<file path="src/rtl/pwm_regs_multi.sv">
// Multi-channel PWM register file: byte-wide decoder bus, 16-bit atomic writes through a
// per-channel low-byte latch, shadow/active period and compare registers, sticky status with irq.
module pwm_regs_multi #(
  parameter int CH          = 4,
  parameter int CNT_W       = 16,
  parameter int RST_STRETCH = 3
) (
  input  logic                  clk,
  input  logic                  rst,
  input  logic                  read,
  input  logic                  write,
  input  logic [7:0]            addr,
  input  logic [7:0]            data_write,
  output logic [7:0]            data_read,
  input  logic [CH*CNT_W-1:0]   counter_val,
  input  logic [CH-1:0]         period_evt,
  input  logic [CH-1:0]         cmp_evt,
  output logic [CH*CNT_W-1:0]   period,
  output logic [CH*CNT_W-1:0]   compare1,
  output logic [CH*CNT_W-1:0]   compare2,
  output logic [CH*8-1:0]       prescale,
  output logic [CH*8-1:0]       functions,
  output logic [CH-1:0]         en,
  output logic [CH-1:0]         upnotdown,
  output logic [CH-1:0]         pwm_en,
  output logic [CH-1:0]         count_reset,
  output logic                  irq
);

  localparam logic [3:0] OFF_PER_L  = 4'h0;
  localparam logic [3:0] OFF_PER_H  = 4'h1;
  localparam logic [3:0] OFF_CMP1_L = 4'h2;
  localparam logic [3:0] OFF_CMP1_H = 4'h3;
  localparam logic [3:0] OFF_CMP2_L = 4'h4;
  localparam logic [3:0] OFF_CMP2_H = 4'h5;
  localparam logic [3:0] OFF_CTRL   = 4'h6;
  localparam logic [3:0] OFF_PRESC  = 4'h7;
  localparam logic [3:0] OFF_FUNC   = 4'h8;
  localparam logic [3:0] OFF_CNT_L  = 4'h9;
  localparam logic [3:0] OFF_CNT_H  = 4'hA;
  localparam logic [3:0] OFF_CNTRST = 4'hB;
  localparam logic [3:0] OFF_STATUS = 4'hC;

  logic [3:0]         w_chan;
  logic [3:0]         w_off;
  logic [CH-1:0][7:0] w_rd_ch;
  logic [7:0]         w_rd_sel;
  logic [CH-1:0]      w_irq_src;
  logic [7:0]         r_data_read;
  logic               r_irq;

  assign w_chan = addr[7:4];
  assign w_off  = addr[3:0];

  for (genvar c = 0; c < CH; c++) begin : g_ch
    logic [7:0]       r_latch;
    logic [CNT_W-1:0] r_per_sh, r_per_act;
    logic [CNT_W-1:0] r_cmp1_sh, r_cmp1_act;
    logic [CNT_W-1:0] r_cmp2_sh, r_cmp2_act;
    logic [4:0]       r_ctrl;
    logic [7:0]       r_prescale;
    logic [7:0]       r_functions;
    logic             r_ovf;
    logic             r_cmp;
    logic [3:0]       r_stretch;
    logic             w_wr;
    logic [15:0]      w_word;
    logic             w_clr_ovf;
    logic             w_clr_cmp;
    logic [15:0]      w_per16, w_cmp116, w_cmp216, w_cnt16;
    logic [7:0]       w_rd;

    // Out-of-range channel numbers never match any c, so their writes fall away here.
    assign w_wr      = write && (w_chan == 4'(c));
    assign w_word    = {data_write, r_latch};
    assign w_clr_ovf = w_wr && (w_off == OFF_STATUS) && data_write[0];
    assign w_clr_cmp = w_wr && (w_off == OFF_STATUS) && data_write[1];

    always_ff @(posedge clk) begin
      if (rst) begin
        r_latch     <= '0;
        r_per_sh    <= '0;
        r_per_act   <= '0;
        r_cmp1_sh   <= '0;
        r_cmp1_act  <= '0;
        r_cmp2_sh   <= '0;
        r_cmp2_act  <= '0;
        r_ctrl      <= 5'b00010;
        r_prescale  <= '0;
        r_functions <= '0;
        r_ovf       <= 1'b0;
        r_cmp       <= 1'b0;
        r_stretch   <= '0;
      end else begin
        // Period event loads the active set; a disabled channel's commit below overrides it.
        if (period_evt[c]) begin
          r_per_act  <= r_per_sh;
          r_cmp1_act <= r_cmp1_sh;
          r_cmp2_act <= r_cmp2_sh;
        end
        if (w_wr) begin
          case (w_off)
            OFF_PER_L, OFF_CMP1_L, OFF_CMP2_L: r_latch <= data_write;
            OFF_PER_H: begin
              r_per_sh <= w_word[CNT_W-1:0];
              if (!r_ctrl[0]) r_per_act <= w_word[CNT_W-1:0];
            end
            OFF_CMP1_H: begin
              r_cmp1_sh <= w_word[CNT_W-1:0];
              if (!r_ctrl[0]) r_cmp1_act <= w_word[CNT_W-1:0];
            end
            OFF_CMP2_H: begin
              r_cmp2_sh <= w_word[CNT_W-1:0];
              if (!r_ctrl[0]) r_cmp2_act <= w_word[CNT_W-1:0];
            end
            OFF_CTRL:  r_ctrl      <= data_write[4:0];
            OFF_PRESC: r_prescale  <= data_write;
            OFF_FUNC:  r_functions <= data_write;
            default: ;
          endcase
        end
        r_ovf <= period_evt[c] | (r_ovf & ~w_clr_ovf);
        r_cmp <= cmp_evt[c] | (r_cmp & ~w_clr_cmp);
        if (w_wr && (w_off == OFF_CNTRST) && data_write[0]) begin
          r_stretch <= 4'(RST_STRETCH);
        end else if (r_stretch != 4'd0) begin
          r_stretch <= r_stretch - 4'd1;
        end
      end
    end

    always_comb begin
      w_per16  = '0;
      w_cmp116 = '0;
      w_cmp216 = '0;
      w_cnt16  = '0;
      w_per16[CNT_W-1:0]  = r_per_sh;
      w_cmp116[CNT_W-1:0] = r_cmp1_sh;
      w_cmp216[CNT_W-1:0] = r_cmp2_sh;
      w_cnt16[CNT_W-1:0]  = counter_val[c*CNT_W +: CNT_W];
      w_rd = 8'h00;
      case (w_off)
        OFF_PER_L:  w_rd = w_per16[7:0];
        OFF_PER_H:  w_rd = w_per16[15:8];
        OFF_CMP1_L: w_rd = w_cmp116[7:0];
        OFF_CMP1_H: w_rd = w_cmp116[15:8];
        OFF_CMP2_L: w_rd = w_cmp216[7:0];
        OFF_CMP2_H: w_rd = w_cmp216[15:8];
        OFF_CTRL:   w_rd = {3'b000, r_ctrl};
        OFF_PRESC:  w_rd = r_prescale;
        OFF_FUNC:   w_rd = r_functions;
        OFF_CNT_L:  w_rd = w_cnt16[7:0];
        OFF_CNT_H:  w_rd = w_cnt16[15:8];
        OFF_STATUS: w_rd = {6'd0, r_cmp, r_ovf};
        default:    w_rd = 8'h00;
      endcase
    end

    assign w_rd_ch[c]                 = w_rd;
    assign w_irq_src[c]               = (r_ovf & r_ctrl[3]) | (r_cmp & r_ctrl[4]);
    assign period[c*CNT_W +: CNT_W]   = r_per_act;
    assign compare1[c*CNT_W +: CNT_W] = r_cmp1_act;
    assign compare2[c*CNT_W +: CNT_W] = r_cmp2_act;
    assign prescale[c*8 +: 8]         = r_prescale;
    assign functions[c*8 +: 8]        = r_functions;
    assign en[c]                      = r_ctrl[0];
    assign upnotdown[c]               = r_ctrl[1];
    assign pwm_en[c]                  = r_ctrl[2];
    assign count_reset[c]             = (r_stretch != 4'd0);
  end

  always_comb begin
    w_rd_sel = 8'h00;
    for (int i = 0; i < CH; i++) begin
      if (w_chan == 4'(i)) w_rd_sel = w_rd_ch[i];
    end
  end

  // Read data reflects pre-edge state, so a same-cycle write is not yet visible.
  always_ff @(posedge clk) begin
    if (rst) begin
      r_data_read <= 8'h00;
      r_irq       <= 1'b0;
    end else begin
      if (read) r_data_read <= w_rd_sel;
      r_irq <= |w_irq_src;
    end
  end

  assign data_read = r_data_read;
  assign irq       = r_irq;

endmodule

</file>
<file path="config.mk">
export PLATFORM = sky130hd
export DESIGN_NAME = pwm_regs_multi
export DESIGN_NICKNAME = d
export VERILOG_FILES = /design/src/rtl/pwm_regs_multi.sv
export SDC_FILE = /design/constraint.sdc
export NUM_CORES = 1
export LEC_CHECK = 0
export BUFFER_PORTS_ARGS = -buffer_cell sky130_fd_sc_hd__buf_2
export CAP_MARGIN = 20
export CORE_ASPECT_RATIO = 1.1
export CORE_MARGIN = 10
export CORE_UTILIZATION = 37
export DETAILED_ROUTE_END_ITERATION = 10
export PLACE_DENSITY = 0.55
export SLEW_MARGIN = 30
export SYNTH_ARGS = -nofsm -noshare
export SYNTH_HDL_FRONTEND = slang
export SYNTH_SLANG_ARGS = --single-unit
</file>
<file path="constraint.sdc">
create_clock -name clk -period 2.1 [get_ports clk]
set_input_delay 0.42 -clock clk [delete_from_list [all_inputs] [get_ports clk]]
set_output_delay 0.42 -clock clk [all_outputs]
set_load 0.1 [all_outputs]
</file>
Yosys cells after proc, flatten, opt, wreduce, memory -nomap -nowiden:

Index checks and enable logic that the tools add are counted.

* flip-flop bits (word level): 533
* latch bits: 0
* memory bits (writable): 0
* bits in read-only memories: 0
* input bits: 92
* output and inout bits: 281
* word-level logic and storage cells: 245
* memories kept: 0

* add/sub/neg operators: 4
* $mul: 0
* div/mod/pow operators: 0
* order comparisons: 0
* eq/ne operators: 15
* shift-type cells: 0
* multiplexer cells: 64
* bitwise operators: 36
* reductions and logical operators: 68

Operators by type and width (number)
* 2-to-1 mux 16 bit: 48
* case mux 8 bit (12 select lines): 4
* AND reduction 2 bit: 28
* 2-to-1 mux 8 bit: 4
* logical AND 1 bit: 24
* equality test 4 bit, second input constant: 5
* bitwise AND 1 bit: 16
* equality test 4 x 2 -> 1 bit, second input constant: 4
* equality test 4 x 3 -> 1 bit, second input constant: 4
* 2-to-1 mux 2 bit: 8
* nonzero test 4 bit: 4
* subtractor 4 x 1 -> 4 bit, second input constant: 4
* bitwise OR 1 bit: 12
* equality test 4 x 1 -> 1 bit, second input constant: 2
* zero test 4 bit: 2
* NOT 1 bit: 8
* nonzero test 2 bit: 4
* OR reduction 2 bit: 4
* OR reduction 4 bit: 1
* OR reduction 3 bit: 1

Logic depth before layout (Yosys ltp):

* depth after elaboration: 7
* gate-level depth with buffers: 11
* depth with buffers taken out: 6

Worst setup path after synthesis:

OpenSTA, ideal clock, no wires.

* path kind: input-to-reg
* start: in addr[7]
* end: reg g_ch[1].r_cmp1_act[10]
* library setup time: 0.146 ns
* arrival time: 2.072 ns
* data required time: 1.954 ns
* setup slack: -0.118 ns
* stages: 9
* cells stage by stage: or2_1 > buf_6 > or3_1 > buf_4 > or3_1 > buf_2 > buf_2 > nor2_1 > a211oi_2

* cells in the longest elaborated chain, start to end: 3

Ends and longest elaborated chain
* from (decl): RTL line 12 `input logic [7:0] addr,`
* equality test 4 x 1 -> 1 bit: RTL line 74 `assign w_wr = write && (w_chan == 4'(c));`
* logical AND 1 bit: RTL line 74
* 2-to-1 mux 16 bit: RTL line 101 `if (w_wr) begin`
* to (signal assigned): RTL line 98 `r_cmp1_act <= r_cmp1_sh;`
* to (signal assigned): RTL line 110 `if (!r_ctrl[0]) r_cmp1_act <= w_word[CNT_W-1:0];`
* to (decl): RTL line 58 `logic [CNT_W-1:0] r_cmp1_sh, r_cmp1_act;`

Every way passes these cells.
A chain may end at the register's enable or synchronous reset.

Worst setup path in the final report:

* start: in addr[2]
* end: reg r_data_read[4], in the netlist data_read[4]

* cells in the longest elaborated chain, start to end: 6
* elaborated cells on any way between the ends: 20

Ends and longest elaborated chain
* equality test 4 bit, or another cell as far along: RTL line 142 `case (w_off)`
* case mux 8 bit (12 select lines): RTL line 142
* 2-to-1 mux 8 bit (3 in a row): RTL line 175 `if (w_chan == 4'(i)) w_rd_sel = w_rd_ch[i];`
* 2-to-1 mux 8 bit (*): RTL line 175
* to (signal assigned): RTL line 185 `if (read) r_data_read <= w_rd_sel;`
* to (decl): RTL line 49 `logic [7:0] r_data_read;`

Mark *: on every way between the ends. The rest lies on a longest branch, timed or not.

==> impl_metrics.py <==
metrics = {
    "status": {
        "status": "complete, but fails checks",
        "violations": "setup timing",
    },
    "yosys": {
        "syn-cell-area_mm2": 0.0248,
        "netlist-cell-type-count": 82,
        "synthTopCellsByArea": "dfxtp_1 (43%), mux2i_1 (16%), nor2_1 (6.1%), a211oi_1 (4.1%), nand2_1 (4.1%)",
        "synth_cells": 2777,
        "ys_warn_count": 0,
        "synth_seq_area_share_pct": 43.0,
        "synth_edf_count": 0,
        "ys.flop_type": "dfxtp_1",
        "synth-seq-cells": 533,
        "yosys-top-cells-count": "dfxtp_1 (533), mux2i_1 (405), nor2_1 (404)",
        "synth_top_area_share_pct": 43.0,
        "syn-num-nets": 2877,
        "async_flop_share_pct": 0,
        "synth.most_common_cell": "dfxtp_1",
        "syn_avg_cell_area_um2": 8.94,
        "yosysTopAreaCell": "dfxtp_1",
    },
    "floorplan": {
        "die_area_mm2": 0.0779,
        "die_w_um": 267,
        "die_h_um": 292,
        "rows": 99,
        "core_area_mm2": 0.0664,
        "start_util_pct": 37.4,
        "io-pin-count": 373,
    },
    "clock_network": {
        "path_clk_slew_ns": 0.07,
        "cts_root_buf": "clkbuf_16",
        "cts_made_buffers": 57,
        "htreeDepth": 2,
        "clock_latency_ns": 0.63,
        "cts.sink_count": 533,
        "cts_tree": "yes",
        "cts_buffer_depth": 3,
    },
    "power_and_ir_drop": {
        "ir_drop_mv": 0.882,
        "power_density_mw_per_mm2": 789,
        "leakage_uw": 0.0133,
    },
    "timing": {
        "layout_min_cycle_time_ns": 2.13,
        "fin_worst_skew_ns": 0.0304,
        "finalSetupViolCount": 1,
        "timing.final.ws_setup_ns": -0.0261,
        "tns_ns": -0.0261,
        "slew_headroom_pct": 47.3,
        "hold_viol_final": 0,
        "min_period_over_period_pct": 101,
        "worst_slew_pin_slew_ns": 0.788,
        "timing.fmax_ghz": 0.470,
        "final_max_slew_viol_count": 0,
    },
    "global_route": {
        "grt_pass1_wl_mm": 165,
        "grt_pass1_vias": 22934,
        "grt_max_degree": 127,
        "antenna_found_initial": 2,
        "grt-busiest-layer": "met2",
        "met2_usage_pct": 47.0,
        "overflow": 0,
        "met3_usage_pct": 4.16,
        "use_met1_pct": 37.4,
        "grt_usage_pct": 28.4,
    },
    "cells_and_area": {
        "final_layout_size_suffix_gt1_share_pct": 28.8,
        "fin_cells": 4145,
        "antenna_cells": 0,
        "area_growth_pct": 28.0,
        "nFillCells": 6329,
        "post-route-cell-area_mm2": 0.0318,
        "nNetsFinal": 3340,
    },
    "placed_design": {
        "place_ws_ns": -0.779,
        "hpwl_mm": 86.1,
        "dpl_cell_area_mm2": 0.0296,
        "gp_congestion": 0.963,
        "port_buffers": 372,
        "dp_cells": 4036,
    },
    "detailed_routing": {
        "wl_per_cell_um": 27.9,
        "via_per_inst": 5.71,
        "drt_iter0_markers": 2150,
        "vias": 23652,
        "dr.pass1.iters": 6,
        "drc": 0,
        "wirelength_mm": 116,
        "final_antenna_net_count": 0,
    },
    "critical_path": {
        "startpoint_type": "input pin",
        "crit_arrival_ns": 2.66,
        "worstSetupPathType": "input pin to flip-flop",
        "worstSetupEndpointType": "flip-flop",
        "worst-path-max-fanout": 16,
        "required_ns": 2.63,
    },
    "flow_run": {
        "timing.max_cap.violations": 0,
    },
    "min_path": {
        "hold_path_class": "input pin to flip-flop",
    },
}
[metrics by stage]
stage | power, uW | utilization [%] | hold WS, ns
floorplan | 12600 | - | 0.444
global placement | 13900 | 44.6 | 0.459
detailed placement | 14000 | 44.6 | 0.461
CTS | 25100 | 47.8 | 0.00961
global route | 25700 | 47.9 | 0.0259
finish | 25100 | 47.9 | 0.0437
[flip-flops by register name, summed over array words and instances, names as in the netlist]
| name | cells |
|---|---|
| g_ch.r_ctrl | 20 |
| g_ch.r_prescale | 32 |
| g_ch.r_cmp1_act | 64 |
| irq | 1 |
| g_ch.r_per_sh | 64 |
| g_ch.r_cmp1_sh | 64 |
| g_ch.r_functions | 32 |
| g_ch.r_ovf | 4 |
| g_ch.r_latch | 32 |
| g_ch.r_cmp2_sh | 64 |
| data_read | 8 |
| g_ch.r_cmp | 4 |
| g_ch.r_stretch | 16 |
| g_ch.r_per_act | 64 |
| g_ch.r_cmp2_act | 64 |
[cells in the final DEF, fill, tap and decap left out, drive strengths merged, types with 5 or more instances in the layout]
master	n
a211oi	200
a21oi	195
a221oi	9
a222oi	6
a22o	18
a22oi	33
a31oi	7
a32oi	19
and2	7
and3	9
buf	683
bufinv	9
clkbuf	78
clkinv	12
clkinvlp	5
dfxtp	533
ha	8
inv	16
mux2	14
mux2i	405
nand2	271
nand2b	7
nand3	87
nand3b	12
nor2	415
nor2b	14
nor3	22
o211ai	5
o21ai	58
o22ai	9
o2bb2ai	8
o32ai	14
or2	10
or3	17
xnor2	8
[worst paths after layout]
path | from | endpoint | slack, ns | cells past startpoint
worst max-delay path | addr[2] | data_read[4] | -0.03 | 10
worst min-delay path | cmp_evt[0] | g_ch[0].r_cmp | 0.04 | 3
worst max register to register | g_ch[1].r_per_sh[12] | data_read[4] | 0.12 | 7
worst min register to register | g_ch[2].r_cmp2_sh[11] | g_ch[2].r_cmp2_sh[11] | 0.47 | 2
[what timing repair did]
item | 4_1_cts | 5_1_grt
endpoints found under the setup margin | 7 | 52
hold buffers | 1 | 0
hold endpoints to repair | 1 | 0
buffers inserted | 0 | 2
resized for setup | 7 | 7
gates cloned | 0 | 0
pin swaps | 0 | 2
[report_power, final]
part	switching, uW	total (uW)	internal, uW
combinational	2240	3500	1260
clock	4430	11100	6700
sequential	154	10400	10300
total	6820	25100	18200
[cell type report]
cell class / count / area, um2 / share of cell area [%]
Tap cell: 858 / 1070 / 3.38
Inverter: 14 / 56.3 / 0.177
Multi-Input combinational cell: 1950 / 13000 / 40.9
Clock buffer: 78 / 1680 / 5.28
Sequential cell: 533 / 10700 / 33.6
Timing Repair Buffer: 684 / 4920 / 15.5
Clock inverter: 28 / 390 / 1.23
[per-layer routing]
metal  share of wire (%)  vias up
met4                 3.2        4
met3                 6.5      180
li1                    -    10824
met1                  43    11681
met5               0.018        -
met2                  47      963
[cell families after synthesis]
group,Yosys count,synth area share (%)
DFF,533,43.0
xor gates and xnor gates,10,0.353
and+or+nand+nor,896,15.8
AOI/OAI and AO/OA,614,17.8
buffers and inverters,294,5.48
muxes,421,17.1
adders and majority gates,9,0.444
[worst max-delay path: stages]
cell,delay [ns]
buf_4,0.20
buf_4,0.22
nor2b_1,0.28
buf_4,0.24
o2bb2ai_1,0.13
nand2_1,0.10
a311oi_2,0.42
buf_4,0.20
nand4_1,0.24
o21ai_1,0.19
Note: power is estimated with default switching activity, not from simulation.
